--- src/rtl/cpx_bfly_pipe_if.sv ---
// Valid/ready bundle for the pipelined complex butterfly: operand side,
// result side and the sticky overflow flag.
interface cpx_bfly_pipe_if #(
  parameter int W     = 16,
  parameter int LOG2N = 3
);
  logic               in_valid;
  logic               in_ready;
  logic [2*W-1:0]     a;
  logic [2*W-1:0]     b;
  logic [LOG2N-1:0]   tw_idx;
  logic               inverse;
  logic               scale;
  logic               out_valid;
  logic               out_ready;
  logic [2*W-1:0]     y0;
  logic [2*W-1:0]     y1;
  logic               ovf;
  logic               ovf_clr;

  modport master (
    output in_valid, a, b, tw_idx, inverse, scale, out_ready, ovf_clr,
    input  in_ready, out_valid, y0, y1, ovf
  );

  modport slave (
    input  in_valid, a, b, tw_idx, inverse, scale, out_ready, ovf_clr,
    output in_ready, out_valid, y0, y1, ovf
  );
endinterface

--- src/rtl/cpx_bfly_pipe.sv ---
// Three-stage radix-2 complex butterfly y0 = a + b*W, y1 = a - b*W with a
// constant twiddle ROM, optional halving, saturation and full back-pressure.
module cpx_bfly_pipe #(
  parameter int W     = 16,
  parameter int LOG2N = 3
) (
  input  logic             clk,
  input  logic             rst,
  cpx_bfly_pipe_if.slave   bus
);

  localparam int N  = 1 << LOG2N;
  localparam int PW = 2 * W;
  localparam int SW = W + 2;
  localparam logic signed [PW:0]   HALF = (PW+1)'(2 ** (W-3));
  localparam logic signed [SW-1:0] SMAX = SW'(2 ** (W-1) - 1);
  localparam logic signed [SW-1:0] SMIN = SW'(-(2 ** (W-1)));

  // Twiddle entry in Q2.(W-2), rounded to nearest (half away from zero).
  function automatic logic signed [W-1:0] tw_val(input int k, input bit im);
    real ang;
    real v;
    int  iv;
    ang = 2.0 * 3.14159265358979323846 * real'(k) / real'(N);
    v   = im ? -$sin(ang) : $cos(ang);
    v   = v * real'(1 << (W-2));
    iv  = (v >= 0.0) ? $rtoi(v + 0.5) : -$rtoi(0.5 - v);
    return iv[W-1:0];
  endfunction

  function automatic logic signed [SW-1:0] rnd_prod(input logic signed [PW:0] x);
    logic signed [PW:0] t;
    t = x + HALF;
    return SW'(t >>> (W-2));
  endfunction

  function automatic logic signed [SW-1:0] halve(input logic signed [SW-1:0] s);
    return (s + SW'(1)) >>> 1;
  endfunction

  function automatic logic clips(input logic signed [SW-1:0] s);
    return (s > SMAX) || (s < SMIN);
  endfunction

  function automatic logic signed [W-1:0] sat(input logic signed [SW-1:0] s);
    if (s > SMAX)      return W'(SMAX);
    else if (s < SMIN) return W'(SMIN);
    else               return W'(s);
  endfunction

  logic signed [W-1:0] rom_wr [N];
  logic signed [W-1:0] rom_wi [N];

  for (genvar k = 0; k < N; k++) begin : g_rom
    localparam logic signed [W-1:0] WR_K = tw_val(k, 1'b0);
    localparam logic signed [W-1:0] WI_K = tw_val(k, 1'b1);
    assign rom_wr[k] = WR_K;
    assign rom_wi[k] = WI_K;
  end

  logic                 vld_p0, vld_p1, vld_p2;
  logic                 scale_p0, scale_p1;
  logic signed [W-1:0]  a_re_p0, a_im_p0, b_re_p0, b_im_p0, wr_p0, wi_p0;
  logic signed [W-1:0]  a_re_p1, a_im_p1;
  logic signed [PW-1:0] prr_p1, pii_p1, pri_p1, pir_p1;
  logic signed [W-1:0]  y0_re_p2, y0_im_p2, y1_re_p2, y1_im_p2;
  logic                 ovf;

  logic                 stall, adv;
  logic signed [PW:0]   sum_re, sum_im;
  logic signed [SW-1:0] p_re, p_im, s0_re, s0_im, s1_re, s1_im;
  logic                 sat_any;

  assign stall = vld_p2 & ~bus.out_ready;
  assign adv   = ~stall;

  always_comb begin
    sum_re  = (PW+1)'(prr_p1) - (PW+1)'(pii_p1);
    sum_im  = (PW+1)'(pri_p1) + (PW+1)'(pir_p1);
    p_re    = rnd_prod(sum_re);
    p_im    = rnd_prod(sum_im);
    s0_re   = SW'(a_re_p1) + p_re;
    s0_im   = SW'(a_im_p1) + p_im;
    s1_re   = SW'(a_re_p1) - p_re;
    s1_im   = SW'(a_im_p1) - p_im;
    if (scale_p1) begin
      s0_re = halve(s0_re);
      s0_im = halve(s0_im);
      s1_re = halve(s1_re);
      s1_im = halve(s1_im);
    end
    sat_any = clips(s0_re) | clips(s0_im) | clips(s1_re) | clips(s1_im);
  end

  always_ff @(posedge clk or posedge rst) begin
    if (rst) begin
      vld_p0   <= 1'b0;
      vld_p1   <= 1'b0;
      vld_p2   <= 1'b0;
      scale_p0 <= 1'b0;
      scale_p1 <= 1'b0;
      a_re_p0  <= '0;
      a_im_p0  <= '0;
      b_re_p0  <= '0;
      b_im_p0  <= '0;
      wr_p0    <= '0;
      wi_p0    <= '0;
      a_re_p1  <= '0;
      a_im_p1  <= '0;
      prr_p1   <= '0;
      pii_p1   <= '0;
      pri_p1   <= '0;
      pir_p1   <= '0;
      y0_re_p2 <= '0;
      y0_im_p2 <= '0;
      y1_re_p2 <= '0;
      y1_im_p2 <= '0;
    end else if (adv) begin
      // S1: capture operands and the direction-selected twiddle
      vld_p0   <= bus.in_valid;
      scale_p0 <= bus.scale;
      a_re_p0  <= bus.a[2*W-1:W];
      a_im_p0  <= bus.a[W-1:0];
      b_re_p0  <= bus.b[2*W-1:W];
      b_im_p0  <= bus.b[W-1:0];
      wr_p0    <= rom_wr[bus.tw_idx];
      wi_p0    <= bus.inverse ? -rom_wi[bus.tw_idx] : rom_wi[bus.tw_idx];
      // S2: full-precision partial products
      vld_p1   <= vld_p0;
      scale_p1 <= scale_p0;
      a_re_p1  <= a_re_p0;
      a_im_p1  <= a_im_p0;
      prr_p1   <= PW'(b_re_p0) * PW'(wr_p0);
      pii_p1   <= PW'(b_im_p0) * PW'(wi_p0);
      pri_p1   <= PW'(b_re_p0) * PW'(wi_p0);
      pir_p1   <= PW'(b_im_p0) * PW'(wr_p0);
      // S3: round, add/subtract, optional halving, saturate
      vld_p2   <= vld_p1;
      y0_re_p2 <= sat(s0_re);
      y0_im_p2 <= sat(s0_im);
      y1_re_p2 <= sat(s1_re);
      y1_im_p2 <= sat(s1_im);
    end
  end

  // Set has priority over a coincident clear.
  always_ff @(posedge clk or posedge rst) begin
    if (rst)                          ovf <= 1'b0;
    else if (adv & vld_p1 & sat_any)  ovf <= 1'b1;
    else if (bus.ovf_clr)             ovf <= 1'b0;
  end

  assign bus.in_ready  = ~stall;
  assign bus.out_valid = vld_p2;
  assign bus.y0        = {y0_re_p2, y0_im_p2};
  assign bus.y1        = {y1_re_p2, y1_im_p2};
  assign bus.ovf       = ovf;

endmodule

--- src/flat_wrapper.sv ---
// flat-port wrapper written by rule: the top's interface ports become plain ports
module cpx_bfly_pipe_flat 
#(
  parameter int W     = 16,
  parameter int LOG2N = 3
)
  (clk, rst, bus_in_valid, bus_a, bus_b, bus_tw_idx, bus_inverse, bus_scale, bus_out_ready, bus_ovf_clr, bus_in_ready, bus_out_valid, bus_y0, bus_y1, bus_ovf);
  cpx_bfly_pipe_if #(.W(W), .LOG2N(LOG2N)) bus_i ();
  input  logic clk;
  input  logic rst;
  input wire logic [$bits(bus_i.in_valid)-1:0] bus_in_valid;
  input wire logic [$bits(bus_i.a)-1:0] bus_a;
  input wire logic [$bits(bus_i.b)-1:0] bus_b;
  input wire logic [$bits(bus_i.tw_idx)-1:0] bus_tw_idx;
  input wire logic [$bits(bus_i.inverse)-1:0] bus_inverse;
  input wire logic [$bits(bus_i.scale)-1:0] bus_scale;
  input wire logic [$bits(bus_i.out_ready)-1:0] bus_out_ready;
  input wire logic [$bits(bus_i.ovf_clr)-1:0] bus_ovf_clr;
  output wire logic [$bits(bus_i.in_ready)-1:0] bus_in_ready;
  output wire logic [$bits(bus_i.out_valid)-1:0] bus_out_valid;
  output wire logic [$bits(bus_i.y0)-1:0] bus_y0;
  output wire logic [$bits(bus_i.y1)-1:0] bus_y1;
  output wire logic [$bits(bus_i.ovf)-1:0] bus_ovf;
  assign bus_i.in_valid = bus_in_valid;
  assign bus_i.a = bus_a;
  assign bus_i.b = bus_b;
  assign bus_i.tw_idx = bus_tw_idx;
  assign bus_i.inverse = bus_inverse;
  assign bus_i.scale = bus_scale;
  assign bus_i.out_ready = bus_out_ready;
  assign bus_i.ovf_clr = bus_ovf_clr;
  assign bus_in_ready = bus_i.in_ready;
  assign bus_out_valid = bus_i.out_valid;
  assign bus_y0 = bus_i.y0;
  assign bus_y1 = bus_i.y1;
  assign bus_ovf = bus_i.ovf;
  cpx_bfly_pipe #(.W(W), .LOG2N(LOG2N)) u_core (.clk(clk), .rst(rst), .bus(bus_i));
endmodule
--- config.mk ---
export PLATFORM = sky130hd
export DESIGN_NAME = cpx_bfly_pipe_flat
export DESIGN_NICKNAME = d
export VERILOG_FILES = /design/src/rtl/cpx_bfly_pipe_if.sv /design/src/rtl/cpx_bfly_pipe.sv /design/src/flat_wrapper.sv
export SDC_FILE = /design/constraint.sdc
export NUM_CORES = 2
export LEC_CHECK = 0
export CORE_AREA = 3 3 390 392
export DETAILED_ROUTE_END_ITERATION = 6
export DIE_AREA = 0 0 393 395
export GPL_TIMING_DRIVEN = 0
export PLACE_DENSITY = 0.5
export SYNTH_ARGS = -nofsm -noshare
export SYNTH_HDL_FRONTEND = slang
export SYNTH_SLANG_ARGS = --single-unit
--- constraint.sdc ---
create_clock -name clk -period 27.6 [get_ports clk]
set_input_delay 6.9 -clock clk [delete_from_list [all_inputs] [get_ports clk]]
set_output_delay 6.9 -clock clk [all_outputs]
set_load 0.005 [all_outputs]
==> results.ini <==
[run_status]
status=finished, final reports clean

[logic_synthesis]
synth_cells=5972
syn_area_sq_um=55100
async_reset_ff_frac=1.00
syn-mean-instance-area_sq_um=9.22
yosysSeqAreaShare=0.137
synthFlopType=dfrtp_1
synth_edf_count=0
syn_nets=7607
synth.distinct_cells=108
ys_seq_elements=301
yosys_warnings=0

[placed_design]
place.port_buffers=139
hpwl_um=152000
placed_cell_area_sq_um=59000
dp.cells=8058
gp_congestion=0.899

[drt]
drt_pass1_iterations=7
wirelength_um=178000
viasPerCell=5.02
num_vias=40900
post-route-drc-count=0
ant_nets=0
dr.first_iter.drc_count=2646
wire_per_inst_um=21.9

[critical_path]
crit_type=input port to output pin
worst-r2r-setup-slack_ns=16.94
worstPathMaxFanout=10
r2r_start=u_core.wi_p0[12]
timing.rr.end=u_core.pri_p1[30]
slowest_delay_ns=0.80
crit_cells=6
cp-start-kind=input port
cp_cell_sequence=clkdlybuf4s50_1 -> nor2b_1 -> inv_2 -> clkbuf_1 -> clkbuf_1 -> clkdlybuf4s50_1
cp.required_ns=20.70
cp-end-kind=output pin
rr_worst_depth=26
slowest_stage=clkbuf_1
critPathTopFamily=buffers and inverters
critPathBufInv=5
cp.arrival_ns=9.93

[floorplanning]
die_area_sq_um=155000
dieWidth_um=393
ios=141
core_area_sq_um=149000
die_y_um=395
start_util=0.369
row_count=142

[timing]
slew_viol_final=0
min_period_ns=16.83
rsz0062_at_grt=false
hold_viol=0
setup_violations=0
relSlewSlack=0.0362
finClkSkew_ns=0.0543
min_period_over_period=0.610
tightest_slew_ns=1.45
fmax_mhz=59.4
fin_setup_tns_ns=0

[finish]
fin_nets=7791
finalCoreUtilization=0.404
syn2layout_area_growth_pct=9.55
stdcell_area_sq_um=60300
stdcell_count=8134
fill_cells=15200
drive_gt1_frac=0.0281

[cts]
htreeDepth=2
cts.clk_slew.worst_paths_ns=0.06
numCtsBuffers=40
clockBufferDepth=3
cts-hold-fix-buffers=0
cts.sinks=301
cts_tree=done
root_buffer=clkbuf_16
post_cts_buffers=0
clock_latency_ns=0.64
ctsResizeCount=0

[global_routing]
grt.total_usage=0.233
grt_max_degree=109
grt_pass1_vias=41800
grt_pass1_wl_um=269000
grt_antenna_before_repair=15
grt_overflow=0

[worst_hold_path]
min_from=u_core.a_im_p0[2]
min_to=u_core.a_im_p1[2]
hold_path_class=flip-flop to flip-flop
holdPathStages=2

[run]
cap_violations=0

stage by stage:
stage          worst slack [ns]  hold slack, ns
6_report                  10.77           0.441
2_1_floorplan             12.38           0.439
4_1_cts                   10.72           0.442
3_5_place_dp              10.72           0.459
3_3_place_gp               7.26           0.451
5_1_grt                   10.72           0.474
worst register-to-register path, cell delays in order (launching register included):
cell and delay [ns]:
dfrtp_1 0.51, clkbuf_1 0.73, buf_1 0.95, nand2_1 0.57, fa_1 0.66, inv_1 0.05, fa_1 0.53, inv_1 0.06
fa_1 0.48, fa_1 0.54, inv_1 0.05, fa_1 0.47, inv_1 0.06, fa_1 0.48, inv_1 0.04, ha_1 0.33
or4_1 0.52, o21ai_0 0.09, a21oi_1 0.10, a221oi_1 0.90, a21oi_1 0.23, a31oi_1 0.35, o221ai_1 0.24, o41ai_1 0.51
o21ai_0 0.23, xnor2_1 0.70, o21ai_0 0.16
Yosys cell counts (26+ instances only):
cell / instances / area, sq um
a211oi_1: 35 / 263
nand3_1: 56 / 280
or2_2: 26 / 163
and2_1: 70 / 438
nor2b_1: 32 / 200
dfrtp_1: 301 / 7530
o31ai_1: 32 / 240
and3_1: 26 / 163
ha_1: 555 / 6940
a21o_1: 43 / 323
a21oi_1: 248 / 1240
fa_1: 1006 / 20100
nand2b_1: 109 / 682
a31oi_1: 45 / 282
nor3_1: 56 / 280
clkbuf_1: 158 / 593
nand2_1: 773 / 2900
xnor2_1: 169 / 1480
xor2_1: 84 / 736
o21ai_0: 188 / 941
o21a_1: 35 / 263
nor2_1: 241 / 905
inv_1: 1322 / 4960
flip-flops by register name, summed over array words and instances (netlist names), 4 cells and up:
name	flops
u_core.y0_re_p2	16
u_core.a_im_p1	16
u_core.a_re_p0	16
u_core.y1_im_p2	16
u_core.pri_p1	32
u_core.b_im_p0	16
u_core.pir_p1	32
u_core.a_re_p1	16
u_core.prr_p1	31
u_core.y0_im_p2	16
u_core.wi_p0	4
u_core.wr_p0	5
u_core.a_im_p0	16
u_core.pii_p1	31
u_core.b_re_p0	16
u_core.y1_re_p2	16
cells in the final DEF (no fill, tap or decap), types with 14 or more instances in the layout:
cell / instances
clkbuf_1: 160
xnor2_1: 169
o31ai_1: 32
inv_1: 1321
a211o_1: 18
o21ai_0: 188
ha_1: 555
fa_1: 1006
o211ai_1: 21
a21oi_1: 248
a211oi_1: 35
nor2b_1: 32
or3_1: 24
nand3_1: 56
nand4_1: 20
o21bai_1: 22
nor2_1: 241
clkbuf_16: 40
nand2_1: 773
nand2b_1: 109
a21o_1: 43
dfrtp_1: 301
nor3_1: 56
o21a_1: 35
and3_1: 26
a31oi_1: 45
and2_1: 70
or2_2: 26
xor2_1: 84
clkdlybuf4s50_1: 139
nor4_1: 14
cells by family after synthesis:
kind of cell	synth area share
fa+ha+maj	0.492
simple gates	0.126
buf+inv	0.103
compound gates	0.0972
flops	0.137
xor+xnor	0.0416
mux	0.00305
layout make-up:
type,count,area [sq um],area share
Antenna cell,2,5.00,0.0000830
Buffer,181,719,0.0119
Clock buffer,52,1120,0.0185
Clock inverter,22,220,0.00365
Inverter,1323,4970,0.0825
Multi-Input combinational cell,4167,41800,0.694
Sequential cell,301,7530,0.125
Tap cell,1944,2430,0.0403
Timing Repair Buffer,142,1470,0.0244
layer usage:
| layer | track usage | share of wire | vias to the layer above |
|---|---|---|---|
| met5 | 0 | 0.00012 | - |
| met4 | 0.0478 | 0.022 | 4 |
| met3 | 0.0297 | 0.056 | 134 |
| met2 | 0.372 | 0.46 | 987 |
| met1 | 0.340 | 0.46 | 20800 |
| li1 | - | - | 19000 |
worst max-delay path by stage:
stage / slack, ns / to / startpoint
CTS: 10.72 / bus_in_ready / bus_out_ready
global route: 10.72 / bus_in_ready / bus_out_ready
detailed placement: 10.72 / bus_in_ready / bus_out_ready
finish: 10.77 / bus_in_ready / bus_out_ready
global placement: 7.26 / u_core.b_re_p0[2] / rst
floorplan: 12.38 / u_core.a_im_p0[0] / rst
Power is left out: the tool's default activity adds up to more than one toggle a clock period on the data nets, which glitch-free logic cannot reach.
